--- src/rtl/serial_word_tx.sv ---
// serial_word_tx: frame controller for an LSB-first serial arithmetic unit.
//
// Accepts a parallel word (din/din_valid/din_ready). It then clears the
// downstream unit for one cycle (ser_reset) and streams WIDTH bits on ser_x
// with ser_en high. Each bit, it samples the unit's Mealy output ser_z.
// Finally it presents the assembled word on dout with a one-cycle dout_valid.
//
// Ports:
//   clk, reset        rising-edge clock, synchronous active-high reset
//   din, din_valid    parallel operand and its offer strobe
//   din_ready         high in IDLE (and never while reset is high)
//   ser_x             serial bit to the downstream unit, LSB first
//   ser_en            downstream state-advance enable (SHIFT only)
//   ser_reset         downstream synchronous clear (CLEAR, or while reset)
//   ser_z             serial result bit from the downstream unit
//   dout, dout_valid  assembled result, held until next DONE or reset
module serial_word_tx #(
  parameter  int WIDTH = 8,
  localparam int CW    = $clog2(WIDTH + 1)
) (
  input  logic             clk,
  input  logic             reset,
  input  logic [WIDTH-1:0] din,
  input  logic             din_valid,
  output logic             din_ready,
  output logic             ser_x,
  output logic             ser_en,
  output logic             ser_reset,
  input  logic             ser_z,
  output logic [WIDTH-1:0] dout,
  output logic             dout_valid
);

  typedef enum logic [1:0] {IDLE, CLEAR, SHIFT, DONE} state_t;

  state_t           state, state_nxt;
  logic [WIDTH-1:0] sreg;   // operand, shifted right one bit per SHIFT cycle
  logic [WIDTH-1:0] rreg;   // result, filled from the MSB end
  logic [CW-1:0]    cnt;
  logic [WIDTH-1:0] rnext;

  // ser_z enters at the top, so after WIDTH shifts bit 0 holds the first bit.
  assign rnext = {ser_z, rreg[WIDTH-1:1]};

  always_ff @(posedge clk) begin
    if (reset) begin
      state <= IDLE;
      sreg  <= '0;
      rreg  <= '0;
      cnt   <= '0;
      dout  <= '0;
    end else begin
      state <= state_nxt;
      case (state)
        IDLE: if (din_valid) begin
          sreg <= din;
          rreg <= '0;
        end
        CLEAR: cnt <= '0;
        SHIFT: begin
          rreg <= rnext;
          sreg <= sreg >> 1;
          cnt  <= cnt + CW'(1);
          // Capture the full word on the DONE-entry edge so dout is a
          // plain register that holds until the next frame completes.
          if (cnt == CW'(WIDTH - 1)) dout <= rnext;
        end
        default: ;
      endcase
    end
  end

  always_comb begin
    state_nxt  = state;
    din_ready  = 1'b0;
    ser_en     = 1'b0;
    ser_reset  = 1'b0;
    ser_x      = 1'b0;
    dout_valid = 1'b0;
    case (state)
      IDLE: begin
        din_ready = 1'b1;
        if (din_valid) state_nxt = CLEAR;
      end
      CLEAR: begin
        ser_reset = 1'b1;
        state_nxt = SHIFT;
      end
      SHIFT: begin
        ser_en = 1'b1;
        ser_x  = sreg[0];
        if (cnt == CW'(WIDTH - 1)) state_nxt = DONE;
      end
      DONE: begin
        dout_valid = 1'b1;
        state_nxt  = IDLE;
      end
      default: state_nxt = IDLE;
    endcase
    // Hold the downstream unit cleared and refuse input for the whole reset.
    if (reset) begin
      din_ready = 1'b0;
      ser_reset = 1'b1;
    end
  end

endmodule

--- config.mk ---
export PLATFORM = sky130hd
export DESIGN_NAME = serial_word_tx
export DESIGN_NICKNAME = d
export VERILOG_FILES = /design/src/rtl/serial_word_tx.sv
export SDC_FILE = /design/constraint.sdc
export NUM_CORES = 1
export LEC_CHECK = 0
export BUFFER_PORTS_ARGS = -buffer_cell sky130_fd_sc_hd__buf_2
export CORE_ASPECT_RATIO = 1.2
export CORE_MARGIN = 1
export CORE_UTILIZATION = 48
export DETAILED_ROUTE_END_ITERATION = 16
export PLACE_DENSITY_LB_ADDON = 0.12
export SLEW_MARGIN = 10
export SYNTH_ARGS = -nofsm -noshare
export SYNTH_HDL_FRONTEND = slang
export SYNTH_SLANG_ARGS = --single-unit
--- constraint.sdc ---
create_clock -name clk -period 1.49 [get_ports clk]
set_input_delay 0.0745 -clock clk [delete_from_list [all_inputs] [get_ports clk]]
set_output_delay 0.0745 -clock clk [all_outputs]
set_load 0.02 [all_outputs]
* Yosys cells after proc, flatten, opt, wreduce, memory -nomap -nowiden
Cells that the tools add are included.
** Word-level totals
- Logic and storage cells :: 33
- Input port bits :: 12
- Register bits :: 30
** Cells by class
- Muxes and demuxes :: 15
- Reduce and logical (&&, ||, !) cells :: 6
- Equal/unequal tests :: 6
- Add/sub/neg operators :: 1
** Operator list (number)
- $pmux W8 S2 :: 2
- $mux W8 :: 2
- $pmux W2 S4 :: 1
- $pmux W4 S2 :: 1
- $mux W1 :: 7
- $reduce_and A2 Y1 :: 3
- $add A4 B1 Y4 const B :: 1
- $eq A2 B2 Y1 const B :: 2
- $eq A4 B3 Y1 const B :: 1
- $mux W2 :: 2
- $ne A2 B2 Y1 const B :: 2
- $reduce_bool A2 Y1 :: 2
- $eq A2 B1 Y1 const B :: 1
- $logic_not A2 Y1 :: 1

* Logic depth before layout (Yosys ltp)
- Depth after elaboration :: 3
- Mapped depth :: 7
- Mapped depth without buffers :: 5

* Worst setup path after synthesis
No wires, ideal clock.
- Path type :: reg2reg
- Start :: register state[0]
- End :: register sreg[4]
- Period minus slack after synthesis :: 1.573 ns
- Data arrival time :: 1.449 ns
- Data required time :: 1.366 ns
- Stages on the path, launching flop included :: 8
- Path buffers :: 2
- Setup time :: 0.124 ns
- Setup slack :: -0.083 ns
- Cells stage by stage :: dfxtp_1 -> inv_1 -> ha_1 -> buf_6 -> mux2_4 -> buf_12 -> nor2_2 -> a211oi_2
** On the way
- Word-level cells in the longest chain between the ends :: 3
- Elaborated cells between the ends (all ways) :: 6
- Classes of those cells :: eq/ne: 2; mux: 1; reduce/logical: 3
** RTL lines
- start: declaration :: line 36 : state_t state, state_nxt;
- start signal: assignment :: line 53 : state <= state_nxt;
- $eq A2 B2 Y1 / $logic_not A2 Y1 (equally long branches) :: line 54 : case (state)
- $reduce_bool A2 Y1 (no line) / $ne A2 B2 Y1 (equally long branches)
- $reduce_and A2 Y1 (no line)
- end signal: assignment :: line 56 : sreg <= din;
- end signal: assignment :: line 62 : sreg <= sreg >> 1;
- end: declaration :: line 37 : logic [WIDTH-1:0] sreg;
Parallel ways exist; a longest one is shown, timed or not.
A chain may end at the register's enable or synchronous reset.

* Final worst setup path
- Start :: register state[0]
- End :: register sreg[3]
The elaborated chain is that of the path after synthesis.

==> qor.yml <==
grt_pass1_wl_microns: 4420
cap_viol_max_count: 0
routed_wl_microns: 2670
crit_chain: "inv_1, ha_2, mux2_4, nor2_1, a211oi_2"
post-route-util_pct: 67.1
antenna_left: 0
n_antenna_cell: 0
ir_drop_mv: 1.34
syn_nets: 158
synthTopCellsByArea: "dfxtp_1, mux2i_1, a211oi_2"
rsz0062_at_grt: "true"
seq_area_frac_synth_pct: 43.4
clk_pin_slew_ns: 0.09
drc_errors: 0
synth_ff_type: "dfxtp_1"
globalplace.congestion: 0.722
ys_async_sr_fraction_pct: 0
antenna_found_initial: 0
synth_cell_types: 30
power_density_mw_per_mm2: 1550
path_class: "reg2reg"
multiInputGateArea_sq_um: 712
hold_viol_final: 0
core_sq_mm: 0.00258
synth.top_cell.area_share_pct: 43.4
drt_pass1_iterations: 4
yosysWarnings: 0
cts_buffer_depth: 2
relSlewSlack_pct: 77.7
fmax_mhz: 694
leakage_uw: 0.000706
track_usage_pct: 20.2
die_w_microns: 50.2
worst-path-max-fanout: 14
fin_skew_ns: 0.00783
hp-class: "in2reg"
stdcell_count: 215
critical_path.max_stage_delay_ns: 0.41
syn_area_per_cell_sq_um: 9.55
die_h_microns: 59.8
slew_viol_final: 0
dieArea_sq_mm: 0.00300
rows: 20
crit_arrival_ns: 1.65
stdcell_area_sq_mm: 0.00173
worstSetupStartpointType: "flip-flop"
yosysMostFrequentCell: "dfxtp_1"
yosysTopAreaCell: "dfxtp_1"
yosys_register_bits: 29
cts_root_buf: "clkbuf_4"
synth_area_sq_mm: 0.00134
setup_tns_ns: 0
end_kind: "flip-flop"
placed_area_sq_mm: 0.00152
overflow: 0
required_ns: 1.70
dpl.hpwl_microns: 1820
min_period_ns: 1.44
cts_num_sinks: 29
final_layout_size_suffix_gt1_share_pct: 37.9
insertion_delay_ns: 0.33
setup_viol: 0
syn_to_final_growth_pct: 29.3
wl_per_cell_microns: 12.4
nFillCells: 216
pin_count: 25
final_nets: 199
register_area_sq_um: 583
status: "finished clean"
synth_common_cells: "dfxtp_1, nand2_1, a21oi_1, nor2_1, mux2i_1"
grt_max_degree: 19
drt_iter0_markers: 17
vias_per_cell: 5.31
port_buffers: 24
whs_ns: 0.0380
synth_edf_count: 0
placed_cells: 197
h-tree-depth: 2
initial_core_util_pct: 51.9
syn_inst: 140
fin_crit_sh_pct: 96.7
tritoncts: "built"
worst_slew_pin_slew_ns: 0.334
crit_slowest_cell: "mux2_4"
grt_pass1_vias: 1039
num_vias: 1142
cts_buffers: 5
[kinds of logic (layout without fill, tap and decap cells)]
kind of cell,Yosys count,in the layout,share of synthesized area [%]
muxes,11,11,8.70
and+or+nand+nor,51,51,18.6
buffers and inverters,12,54,5.61
DFF,29,29,43.4
AOI/OAI and AO/OA,31,31,18.1
adders and majority gates,6,6,5.61
[power by group]
| group | internal, uW | switching [uW] | leakage (uW) |
|---|---|---|---|
| clock network | 400 | 262 | 0.0000455 |
| registers | 874 | 57.7 | 0.000236 |
| logic | 527 | 551 | 0.000424 |
[critical path, delay by kind of cell, from the launching register on]
| kind | cells | cell delay, ns |
|---|---|---|
| buffers and inverters | 1 | 0.12 |
| and+or+nand+nor | 1 | 0.16 |
| DFF | 1 | 0.32 |
| AOI/OAI and AO/OA | 1 | 0.06 |
| adders and majority gates | 1 | 0.26 |
| muxes | 1 | 0.41 |
[metal layers]
metal | GRT usage, % | up-vias | wire length (microns)
li1 | - | 578 | -
met1 | 21.3 | 541 | 1090
met2 | 35.6 | 21 | 1460
met3 | 6.87 | 2 | 103
met4 | 9.80 | 0 | 19
met5 | 0 | - | 0
[registers in the layout (all words and copies together), names as in the netlist]
| register | count |
|---|---|
| sreg | 8 |
| state | 2 |
| rreg | 7 |
| dout | 8 |
| cnt | 4 |
[worst paths after layout]
check / startpoint / to / slack, ns / cells past startpoint
worst max-delay path: state[0]$_SDFFE_PP0P_ / sreg[3]$_SDFFE_PP0P_ / 0.05 / 5
worst min-delay path: din[7] / sreg[7]$_SDFFE_PP0P_ / 0.04 / 3
worst max register to register: state[0]$_SDFFE_PP0P_ / sreg[3]$_SDFFE_PP0P_ / 0.05 / 5
worst min register to register: dout[0]$_SDFFE_PP0P_ / dout[0]$_SDFFE_PP0P_ / 0.45 / 2
[timing repair]
item	in CTS	in global routing
hold buffers	1	0
setup endpoints to repair	1	20
setup buffers	3	6
hold endpoints to repair	1	0
pin swaps	1	1
gates resized for setup	1	15
[through the flow]
stage	total power [uW]	setup slack (ns)
finish	2670	0.0499
global route	2840	-0.0258
CTS	2570	0.00189
detailed placement	1860	0.0133
global placement	1810	0.0780
floorplan	1660	0.0286
[layout make-up]
cell class	instances	area share, %
repair buffers	43	17.1
clock buffers	7	3.18
inverters	3	0.651
well taps	33	2.39
clock inverters	1	1.74
flip-flops and latches	29	33.7
multi-input cells	99	41.2
[cell usage in the layout (no fill, tap or decap), types with 2 or more instances in the layout]
master	instances
a32oi_1	6
a211oi_2	7
a21oi_1	13
dfxtp_1	27
inv_1	3
clkbuf_4	5
ha_1	4
buf_6	5
buf_4	14
nor2_1	13
nand2b_1	3
nor2b_1	2
nand3_1	2
nand2_1	19
buf_2	22
nand4b_1	3
mux2i_1	9
dfxtp_2	2
nor2_2	3
Power figures use the tool's default switching activity.
